### config.mk
export PLATFORM = sky130hd
export DESIGN_NAME = piso_shift_serializer
export DESIGN_NICKNAME = d
export VERILOG_FILES = /design/src/rtl/piso_shift_serializer.sv
export SDC_FILE = /design/constraint.sdc
export NUM_CORES = 1
export LEC_CHECK = 0
export BUFFER_PORTS_ARGS = -buffer_cell sky130_fd_sc_hd__buf_2
export CAP_MARGIN = 20
export CORE_AREA = 2 2 39 41
export DETAILED_ROUTE_END_ITERATION = 8
export DIE_AREA = 0 0 41 43
export PLACE_DENSITY = 0.61
export SLEW_MARGIN = 40
export SYNTH_ARGS = -nofsm -noshare
export SYNTH_HDL_FRONTEND = slang
export SYNTH_SLANG_ARGS = --single-unit
### constraint.sdc
create_clock -name clk -period 1.98 [get_ports clk]
set_clock_uncertainty 0.2 [all_clocks]
set_input_delay 0.099 -clock clk [delete_from_list [all_inputs] [get_ports clk]]
set_output_delay 0.099 -clock clk [all_outputs]
set_load 0.01 [all_outputs]
### src/rtl/piso_shift_serializer.sv
// Parallel-in serial-out serializer: accepts a WIDTH-bit word via valid/ready and shifts it out
// one bit per clock with a frame_start marker. Optional even-parity bit per frame via `PARITY_EN.
module piso_shift_serializer #(
  parameter int WIDTH     = 4,
  parameter bit MSB_FIRST = 1'b1
) (
  input  logic             clk,
  input  logic             rst,
  input  logic [WIDTH-1:0] pdata,
  input  logic             load_valid,
  output logic             load_ready,
  output logic             so,
  output logic             so_valid,
  output logic             frame_start,
  output logic             busy,
  output logic [1:0]       dbg_state
);

  localparam int CW = $clog2(WIDTH);

  typedef enum logic [1:0] {
    IDLE   = 2'd0,
    SHIFT  = 2'd1,
    PARITY = 2'd2
  } state_t;

  state_t           state, state_n;
  logic [CW-1:0]    cnt, cnt_n;
  logic [WIDTH-1:0] shreg, shreg_n;
  logic             so_n, fs_n;
  logic             last_bit, accept;
  logic             first_bit, next_bit;
  logic [WIDTH-1:0] shreg_load, shreg_shift;
`ifdef PARITY_EN
  logic             par, par_n;
`endif

  // Handshake: a word transfers at a rising edge where load_valid and load_ready are
  // both high; load_ready is combinational from state and never depends on load_valid.
  assign last_bit   = (state == SHIFT) && (cnt == CW'(WIDTH - 1));
`ifdef PARITY_EN
  assign load_ready = rst && ((state == IDLE) || (state == PARITY));
`else
  assign load_ready = rst && ((state == IDLE) || last_bit);
`endif
  assign accept     = load_valid && load_ready;

  // shreg always holds the not-yet-sent bits aligned so the next one sits at the exit end.
  assign first_bit   = MSB_FIRST ? pdata[WIDTH-1] : pdata[0];
  assign shreg_load  = MSB_FIRST ? (pdata << 1) : (pdata >> 1);
  assign next_bit    = MSB_FIRST ? shreg[WIDTH-1] : shreg[0];
  assign shreg_shift = MSB_FIRST ? (shreg << 1) : (shreg >> 1);

  assign so_valid  = (state != IDLE);
  assign busy      = (state != IDLE);
  assign dbg_state = state;

  always_comb begin
    state_n = state;
    cnt_n   = cnt;
    shreg_n = shreg;
    so_n    = so;
    fs_n    = 1'b0;
`ifdef PARITY_EN
    par_n   = par;
`endif
    case (state)
      IDLE: begin
        so_n = 1'b0;
      end
      SHIFT: begin
        if (!last_bit) begin
          cnt_n   = cnt + CW'(1);
          so_n    = next_bit;
          shreg_n = shreg_shift;
        end else begin
`ifdef PARITY_EN
          state_n = PARITY;
          so_n    = par;
`else
          state_n = IDLE;
          so_n    = 1'b0;
`endif
        end
      end
`ifdef PARITY_EN
      PARITY: begin
        state_n = IDLE;
        so_n    = 1'b0;
      end
`endif
      default: begin
        state_n = IDLE;
        so_n    = 1'b0;
      end
    endcase
    // A new frame overrides whatever the current state would do next.
    if (accept) begin
      state_n = SHIFT;
      cnt_n   = '0;
      so_n    = first_bit;
      shreg_n = shreg_load;
      fs_n    = 1'b1;
`ifdef PARITY_EN
      par_n   = ^pdata;
`endif
    end
  end

  always_ff @(posedge clk) begin
    if (!rst) begin
      state       <= IDLE;
      cnt         <= '0;
      shreg       <= '0;
      so          <= 1'b0;
      frame_start <= 1'b0;
`ifdef PARITY_EN
      par         <= 1'b0;
`endif
    end else begin
      state       <= state_n;
      cnt         <= cnt_n;
      shreg       <= shreg_n;
      so          <= so_n;
      frame_start <= fs_n;
`ifdef PARITY_EN
      par         <= par_n;
`endif
    end
  end

endmodule

==> out/metrics.yaml <==
min_path_cells: 2
synthesis.nets: 45
crit_type: "flip-flop to flip-flop"
timing.final.crit_share_pct: 86.7
ys_seq_area_share_pct: 41.4
post-route-min-period_ps: 1720
drc: 0
root_buffer: "clkbuf_4"
syn_area_um2: 387
powerDensity_nw_per_um2: 712
power.leakage_nw: 0.234
antenna_found_initial: 0
multi_input_area_um2: 185
ys_seq_elements: 8
grt.total_usage_pct: 9.25
wl_per_cell_um: 9.14
die-width_um: 41
routed_wl_um: 631
via_per_inst: 4.33
min_from: "load_valid"
synth-warning-count: 0
fp.dieH_um: 43
clock_latency_ps: 250
first_global_vias: 269
ir_worst_vdd_mv: 0.321
vias: 299
cp.arrival_ps: 1700
dp_cells: 60
outcome: "finished clean"
cp_cell_sequence: "ha_1 -> nand2b_4 -> nand3_1 -> dlygate4sd3_1 -> a21boi_1"
synth_area_per_cell_um2: 10.4
ff_latch_area_um2: 160
ys_types: 20
drt_iter0_markers: 0
critical_path.endpoint_type: "flip-flop"
cts_max_level: 1
grt_overflow_total: 0
crit_family: "buffers and inverters"
cp.required_ps: 1960
layout_commonest_cell: "buf_2"
pre_cts_slack_ps: 668
synthToLayoutAreaGrowth_pct: 31.4
worstReg2RegEnd: "so$_SDFF_PN0_"
clk_pin_slew_ps: 50
final_cell_mix: "buf_2 (12), dfxtp_1 (8), dlygate4sd3_1 (6)"
firstDrtPassIters: 1
globalplace.congestion: 0.548
fin_tns_setup_ps: 0
final_cells: 69
slowest_delay_ps: 560
cts_tree: "done"
cts_buffer_depth: 2
cts_hold_buf: 6
post-cts-setup-buffer-count: 0
holdPathEnd: "dbg_state[0]$_SDFFE_PN0P_"
reg2reg_depth: 5
grt_pass1_wl_um: 1060
grt_max_degree: 10
coreArea_um2: 1380
die_area_um2: 1760
r2r_setup_slack_ps: 260
fmax_mhz: 582
nNetsFinal: 63
drv_slew: 0
critPathBufInv: 1
hold_path.class: "input pin to flip-flop"
crit_path_top_delay_cell: "dlygate4sd3_1"
ant_nets: 0
final-hold-violation-count: 0
diodes: 0
start_util_pct: 27.9
worstSetupStartpointType: "flip-flop"
path_max_fanout: 9
port-buffer-count: 12
placementRows: 14
drv_cap: 0
ios: 14
fin_ws_ps: 263
drive_above_1_share_pct: 37.7
holdWs_ps: 13.0
fillers: 147
cts_sinks: 8
cts_buffers: 3
rsz0062_at_grt: "no"
finalSetupViolCount: 0
synth_cells: 37
postCtsResizedCells: 0
rr_startpoint: "cnt[0]$_SDFFE_PP0P_"
-- cells in the mapped netlist (all sizes together) --
cell type / instances / area [um^2]
ha: 1 / 12.5
buf: 5 / 41.3
o21ai: 2 / 10.0
nand2: 2 / 7.51
o21a: 2 / 15.0
conb: 1 / 3.75
nand3: 1 / 5.00
and2b: 1 / 10.0
a21oi: 2 / 10.0
dfxtp: 8 / 160
a21boi: 2 / 15.0
nand3b: 1 / 7.51
nor2: 1 / 3.75
nand2b: 1 / 13.8
nor3b: 1 / 12.5
and3: 1 / 6.26
and2: 1 / 8.76
mux2i: 3 / 30.0
nor2b: 1 / 13.8
-- how the worst max path moves through the flow --
| stage | startpoint | to | slack [ps] | cells after the start |
|---|---|---|---|---|
| after floorplan | cnt[0]$_SDFFE_PP0P_ | shreg[1]$_SDFFE_PN0P_ | 640 | 5 |
| after global placement | cnt[0]$_SDFFE_PP0P_ | cnt[0]$_SDFFE_PP0P_ | 690 | 4 |
| after detailed placement | cnt[0]$_SDFFE_PP0P_ | cnt[0]$_SDFFE_PP0P_ | 670 | 4 |
| after CTS | cnt[0]$_SDFFE_PP0P_ | so$_SDFF_PN0_ | 250 | 5 |
| after global routing | cnt[0]$_SDFFE_PP0P_ | so$_SDFF_PN0_ | 150 | 5 |
| final | cnt[0]$_SDFFE_PP0P_ | so$_SDFF_PN0_ | 260 | 5 |
-- worst register-to-register path, cell delays in order (launching register included) --
cell and delay, ps:
dfxtp_1 340, ha_1 160, nand2b_4 170, nand3_1 80, dlygate4sd3_1 560, a21boi_1 140
-- flip-flops by register name (all words and copies together), names as in the netlist --
signal,cells
so,1
dbg_state,1
shreg,3
frame_start,1
cnt,2
-- cell type report --
| type | count | area share [%] |
|---|---|---|
| Clock buffer | 3 | 4.43 |
| Sequential cell | 8 | 31.5 |
| Multi-Input combinational cell | 24 | 36.5 |
| Tap cell | 16 | 3.94 |
| Timing Repair Buffer | 18 | 23.6 |
-- where the power goes --
group | total [W] | internal (W) | switching [W]
sequential | 0.000177 | 0.000172 | 0.00000595
combinational | 0.0000617 | 0.0000346 | 0.0000271
clock | 0.000122 | 0.0000692 | 0.0000531
total | 0.000361 | 0.000275 | 0.0000861
-- logic make-up (layout without fill, tap and decap cells) --
group	after synthesis	count (layout)	synth area share [%]
simple gates	11	11	23.0
compound gates	8	8	12.9
buf+inv	5	21	10.7
other cells	1	1	0.970
fa+ha+maj	1	1	3.24
mux	3	3	7.77
flops	8	8	41.4
-- routing by layer --
| layer | share of wire, % | GRT usage, % | vias to the layer above |
|---|---|---|---|
| li1 | - | - | 156 |
| met1 | 47 | 11.9 | 128 |
| met2 | 41 | 11.6 | 15 |
| met3 | 12 | 7.85 | 0 |
| met4 | 0 | 2.00 | 0 |
| met5 | 0 | 0 | - |
-- metrics by stage --
step                      power [W]  utilization (%)  area (um^2)
after floorplan            0.000225                -          387
after global placement     0.000234             30.7          425
after detailed placement   0.000234             30.7          425
after CTS                  0.000371             36.7          508
after global routing       0.000389             36.7          508
final                      0.000361             36.7          508
No activity file was read; power rests on OpenSTA's default activity.
